[config.mk]
export PLATFORM = sky130hd
export DESIGN_NAME = hazard_forward_unit
export DESIGN_NICKNAME = d
export VERILOG_FILES = /design/src/rtl/hazard_pkg.sv /design/src/rtl/hazard_forward_unit_fwd_select.sv /design/src/rtl/hazard_forward_unit.sv
export SDC_FILE = /design/constraint.sdc
export NUM_CORES = 1
export LEC_CHECK = 0
export ABC_AREA = 1
export BUFFER_PORTS_ARGS = -buffer_cell sky130_fd_sc_hd__buf_2
export CAP_MARGIN = 20
export CORE_MARGIN = 2
export CORE_UTILIZATION = 45
export CTS_BUF_LIST = sky130_fd_sc_hd__clkbuf_8
export CTS_CLUSTER_DIAMETER = 150
export DETAILED_ROUTE_END_ITERATION = 6
export GPL_TIMING_DRIVEN = 0
export PLACE_DENSITY_LB_ADDON = 0.2
export REMOVE_ABC_BUFFERS = 1
export SYNTH_ARGS = -nofsm -noshare
export SYNTH_HDL_FRONTEND = slang
export SYNTH_HIERARCHICAL = 1
export SYNTH_SLANG_ARGS = --single-unit
[constraint.sdc]
create_clock -name clk -period 1.5 [get_ports clk]
set_input_delay 0.075 -clock clk [delete_from_list [all_inputs] [get_ports clk]]
set_output_delay 0.075 -clock clk [all_outputs]
set_load 0.01 [all_outputs]
[src/rtl/hazard_pkg.sv]
// Shared types for the hazard/forwarding controller: forward-mux encodings,
// the in-flight destination record carried down EX/MEM/WB, and FSM states.
package hazard_pkg;

  localparam logic [1:0] FWD_RF  = 2'b00;
  localparam logic [1:0] FWD_MEM = 2'b01;
  localparam logic [1:0] FWD_WB  = 2'b10;

  typedef struct packed {
    logic       vld;
    logic       we;
    logic       is_load;
    logic [4:0] rd;
  } inflight_t;

  typedef enum logic {RUN, STALL} hz_state_t;

  // A slot only produces a value when it is real, writes, and is not x0.
  function automatic logic is_producer(input inflight_t s);
    return s.vld & s.we & (s.rd != 5'd0);
  endfunction

endpackage

[src/rtl/hazard_forward_unit_fwd_select.sv]
// Forward-mux select for one EX operand. MEM (youngest) beats WB; a load
// sitting in MEM has no data yet, so it is skipped and the stall guarantees
// the consumer meets it in WB instead.
module fwd_select
  import hazard_pkg::*;
#(
  parameter int REG_W = 5
) (
  input  logic [REG_W-1:0] ex_rs,
  input  inflight_t        mem_slot,
  input  inflight_t        wb_slot,
  output logic [1:0]       sel
);

  logic [4:0] rs;
  assign rs = 5'(ex_rs);

  // Priority select: MEM non-load, then WB, else register file.
  always_comb begin
    sel = FWD_RF;
    if (is_producer(mem_slot) && !mem_slot.is_load && (mem_slot.rd == rs))
      sel = FWD_MEM;
    else if (is_producer(wb_slot) && (wb_slot.rd == rs))
      sel = FWD_WB;
  end

endmodule

[src/rtl/hazard_forward_unit.sv]
// Hazard and forwarding controller for the 5-stage core. Tracks in-flight
// destinations in EX/MEM/WB, drives the EX operand forward muxes, and holds
// the front end behind loads for LOAD_STALL cycles.
//
// state | meaning
// ------+--------------------------------------------------------------
// RUN   | normal issue; a load-use hazard stalls combinationally
// STALL | extra load-use stall cycles, cnt counts down to 1 then RUN
module hazard_forward_unit
  import hazard_pkg::*;
#(
  parameter int REG_W      = 5,
  parameter int LOAD_STALL = 1,
  parameter int CNT_W      = 2
) (
  input  logic             clk,
  input  logic             rst,
  input  logic             id_valid,
  input  logic [REG_W-1:0] id_rs1,
  input  logic [REG_W-1:0] id_rs2,
  input  logic             id_use_rs1,
  input  logic             id_use_rs2,
  input  logic [REG_W-1:0] id_rd,
  input  logic             id_rd_we,
  input  logic             id_is_load,
  input  logic [REG_W-1:0] ex_rs1,
  input  logic [REG_W-1:0] ex_rs2,
  input  logic             flush,
  output logic             stall_if_id,
  output logic             bubble_ex,
  output logic [1:0]       fwd_a_sel,
  output logic [1:0]       fwd_b_sel
);

  inflight_t        ex_q, mem_q, wb_q;
  hz_state_t        state;
  logic [CNT_W-1:0] cnt;
  logic             haz;
  logic [4:0]       rs1, rs2;

  assign rs1 = 5'(id_rs1);
  assign rs2 = 5'(id_rs2);

  // Load-use hazard against the load currently in EX.
  always_comb begin
    haz = (state == RUN) && id_valid && is_producer(ex_q) && ex_q.is_load &&
          (((ex_q.rd == rs1) && id_use_rs1) || ((ex_q.rd == rs2) && id_use_rs2));
  end

  // Flush overrides any stall but still squashes the ID/EX entry.
  always_comb begin
    stall_if_id = !flush && (haz || (state == STALL));
    bubble_ex   = flush || stall_if_id;
  end

  // Slot pipeline: EX takes the ID instruction or a bubble; MEM/WB always drain.
  always_ff @(posedge clk) begin
    if (rst) begin
      ex_q  <= '0;
      mem_q <= '0;
      wb_q  <= '0;
    end else begin
      wb_q  <= mem_q;
      mem_q <= ex_q;
      if (bubble_ex)
        ex_q <= '0;
      else
        ex_q <= '{vld: id_valid, we: id_rd_we, is_load: id_is_load, rd: 5'(id_rd)};
    end
  end

  // Stall FSM with a down-counter; terminal count 1 returns to RUN.
  always_ff @(posedge clk) begin
    if (rst || flush) begin
      state <= RUN;
      cnt   <= '0;
    end else begin
      case (state)
        RUN: begin
          if (haz && (LOAD_STALL > 1)) begin
            state <= STALL;
            cnt   <= CNT_W'(LOAD_STALL - 1);
          end
        end
        STALL: begin
          if (cnt == CNT_W'(1)) begin
            state <= RUN;
            cnt   <= '0;
          end else begin
            cnt <= cnt - CNT_W'(1);
          end
        end
        default: begin
          state <= RUN;
          cnt   <= '0;
        end
      endcase
    end
  end

  fwd_select #(.REG_W(REG_W)) u_fwd_a (
    .ex_rs    (ex_rs1),
    .mem_slot (mem_q),
    .wb_slot  (wb_q),
    .sel      (fwd_a_sel)
  );

  fwd_select #(.REG_W(REG_W)) u_fwd_b (
    .ex_rs    (ex_rs2),
    .mem_slot (mem_q),
    .wb_slot  (wb_q),
    .sel      (fwd_b_sel)
  );

endmodule

== Word level (Yosys, flattened, before mapping) ==
Cells that the tools add are included.

* Add/subtract/negate cells: 1
* Equal/unequal tests: 7
* Multiplexer cells: 6
* Bitwise gates (word level): 7
* Reductions and logical operators: 23

{| class="wikitable"
|+ Operators by type and width
! operator !! number
|-
| $eq 5x5->1 || 6
|-
| $reduce_bool 5->1 || 3
|-
| $logic_and 1x1->1 || 12
|-
| $mux 2 || 5
|-
| $and 1x1->1 || 6
|-
| $logic_or 1x1->1 || 4
|-
| $reduce_or 2->1 || 2
|-
| $eq 2x1->1 const B || 1
|-
| $logic_not 1->1 || 2
|-
| $sub 2x1->2 const B || 1
|-
| $mux 1 || 1
|-
| $not 1->1 || 1
|}

* Register bits after elaboration: 26
* Input port bits: 33
* Word-level logic and storage cells: 57

== Depth between registers and ports, before layout ==
* Depth in word-level cells: 9
* Depth in mapped cells: 9
* Depth with buffers taken out: 9

== Hierarchy ==
The synthesis kept the hierarchy.

{| class="wikitable"
|+ Modules (own cells, without submodules)
! module !! instances !! cells an instance !! area an instance (sq um) !! seq. area each (sq um)
|-
| hazard_forward_unit || 1 || 149 || 1039.7 || 540.5
|-
| fwd_select || 2 || 61 || 241.5 || 0.0
|}

== Worst setup path after synthesis ==
OpenSTA, ideal clock, no wires.

* Path type: reg-to-output
* From: reg ex_q[0] (netlist bit)
* To: out stall_if_id
* Arrival time: 970 ps
* Path slack: 455 ps
* Stages on the path, launching flop included: 9
* Buffers on the path: 0
* Cells stage by stage: dfxtp_1 > inv_2 > nand2_1 > nand2_1 > nor2_1 > nand3_1 > nand2_1 > a21oi_1 > nor2_1

* Longest elaborated chain between the ends: 7
* Elaborated cells on any way between the ends: 12
* Classes of those cells: eq/ne: 2; bitwise: 1; reduce/logical: 9

{| class="wikitable"
|+ RTL lines
! what !! line !! RTL
|-
| from (decl) || hazard_forward_unit.sv:35 || <nowiki>inflight_t ex_q, mem_q, wb_q;</nowiki>
|-
| from (signal assigned) || hazard_forward_unit.sv:68 || <nowiki>ex_q <= '{vld: id_valid, we: id_rd_we, is_load: id_is_load, rd: 5'(id_rd)};</nowiki>
|-
| $reduce_bool 5->1 || hazard_pkg.sv:20 || <nowiki>return s.vld & s.we & (s.rd != 5'd0);</nowiki>
|-
| $and 1x1->1 || hazard_pkg.sv:20 ||
|-
| $logic_and 1x1->1 (2 in a row) || hazard_forward_unit.sv:46 || <nowiki>haz = (state == RUN) && id_valid && is_producer(ex_q) && ex_q.is_load &&</nowiki>
|-
| $logic_and 1x1->1 (*) || hazard_forward_unit.sv:46 ||
|-
| $logic_or 1x1->1 (*) || hazard_forward_unit.sv:52 || <nowiki>stall_if_id = !flush && (haz || (state == STALL));</nowiki>
|-
| $logic_and 1x1->1 (*) || hazard_forward_unit.sv:52 ||
|-
| to (decl) || hazard_forward_unit.sv:29 || <nowiki>output logic stall_if_id,</nowiki>
|}

Every way passes the cells marked *; elsewhere a longest branch is shown, timed or not.

== Worst setup path after layout ==
* From: reg ex_q[4] (netlist bit)
* To: out stall_if_id

The elaborated chain is that of the path after synthesis.

==> out/results.ini <==
[drt]
postRouteAntennaNets = 0
vias = 1511
drt-initial-drc-count = 64
firstDrtPassIters = 4
routed_wl_um = 2940
via_per_inst = 4.28
drc = 0
wl_per_cell_um = 8.33

[logic_synthesis]
synth_cells = 268
synth_warnings = 6
synth.avg_cell_area_sq_um = 5.58
synth_area_sq_mm = 0.00150

[global_route]
antenna_found_initial = 0
grt_pass1_vias = 1206
grt_overflow = 0
grtUsageTotal_pct = 16.6
grt_pass1_wl_um = 4770
grt_max_degree = 18

[worst_setup_path]
cp-start-kind = flip-flop
worst_ep_required_time_ns = 1.42
cp_max_fo = 4
crit_arrival_ns = 1.37
crit_path_end_kind = output port
critical_path_class = flip-flop to output port

[floorplan]
die_height_um = 61.6
core_area_sq_mm = 0.00310
start_util_pct = 48.2
die_w_um = 61.6
num_rows = 20
io_pins = 39
die-area_sq_mm = 0.00380

[final_layout]
finalCoreUtilization_pct = 58.5
nets = 344
area_growth_pct = 21.5
layout_commonest_cell = nand2_1
drive_above_1_share_pct = 22.3
final_cell_mix = nand2_1, nor2_1, inv_1
diodes = 0

[power]
ir_drop_v = 0.000529
p_leak_nw = 1.00
power_density_mw_per_mm2 = 743

[clock_tree]
numCtsBuffers = 3
path_clk_slew_ns = 0.09
insertion_delay_ns = 0.26
cts_tree = done
htree_levels = 1
cts_buffer_depth = 2
clock_sinks = 26
cts-root-buf = clkbuf_8

[run]
max_cap_violations = 0

[timing]
setup_viol = 0
hold_viol = 0
max_freq_mhz = 693
fin_ws_ns = 0.0577
worstMarginPinSlew_ns = 0.302
slew_viol_final = 0
skew_ns = 0.00512
slew_headroom_pct = 79.8
fin_crit_sh_pct = 96.2
whs_ns = 0.00541
period_minus_slack_ns = 1.44
rsz0062_at_grt = true

[place]
numPortBuffers = 38
dp_hpwl_um = 2360
place_congestion = 0.837
pre_cts_ws_ns = 0.268

[status]
status = complete, no violations

[min_path]
hp-class = input port to flip-flop

## per-stage QoR
step	TNS [ns]	cell area [sq um]	std cells	power [W]
after CTS	0	1790	352	0.00135
after detailed placement	0	1730	348	0.000926
final	0	1820	353	0.00135
after floorplan	0	1490	266	0.000844
after global placement	0	1730	348	0.000922
after global routing	-0.136	1820	353	0.00143
## state kept, by name (all words and copies together) (netlist names)
| signal | cells |
|---|---|
| mem_q | 8 |
| wb_q | 7 |
| state | 1 |
| cnt | 2 |
| ex_q | 8 |
## per-layer routing
metal | wire [um] | global-route usage [%] | part of all wire [%] | vias up
met5 | 0 | 0 | 0 | -
met3 | 124 | 2.10 | 4.2 | 2
met4 | 24 | 4.56 | 0.82 | 0
met1 | 1370 | 20.5 | 47 | 629
met2 | 1420 | 30.2 | 48 | 34
li1 | - | - | - | 846
## power breakdown
part | total (W) | internal, W | switching (W)
Combinational | 0.000191 | 0.0000828 | 0.000108
Sequential | 0.000725 | 0.000709 | 0.0000159
Clock | 0.000434 | 0.000234 | 0.000200
## worst max-delay path, cell delays in order, from the launching register on
cell and delay (ns):
dfxtp_2 0.35, inv_2 0.05, nand2_1 0.05, nand2_1 0.05, nor2_1 0.11, nand3_1 0.11, nand2_2 0.10, a21oi_2 0.06
nor2_1 0.10, buf_2 0.13
## area by class of cell
type	instances	area (sq um)
tap	44	55.1
sequential	26	532
clock buffer	4	55.1
multi-input combinational	174	727
inverter	66	250
fill	333	1290
timing repair buffer	39	198
## path summary, 6_finish.rpt
kind	end	slack (ns)	cells after the start	from
worst min register to register	mem_q[6]	0.42	2	ex_q[6]
worst max register to register	ex_q[3]	0.36	9	ex_q[4]
worst min-delay path	state	0.005	2	flush
worst max-delay path	stall_if_id	0.06	9	ex_q[4]
## what timing repair did
action                                  in CTS  in global routing
endpoints found under the setup margin       1                  6
hold buffers                                 0                  0
buffers inserted                             0                  1
gates resized for setup                      2                 14
pin swaps                                    0                  7
(Power assumes the default switching activity.)
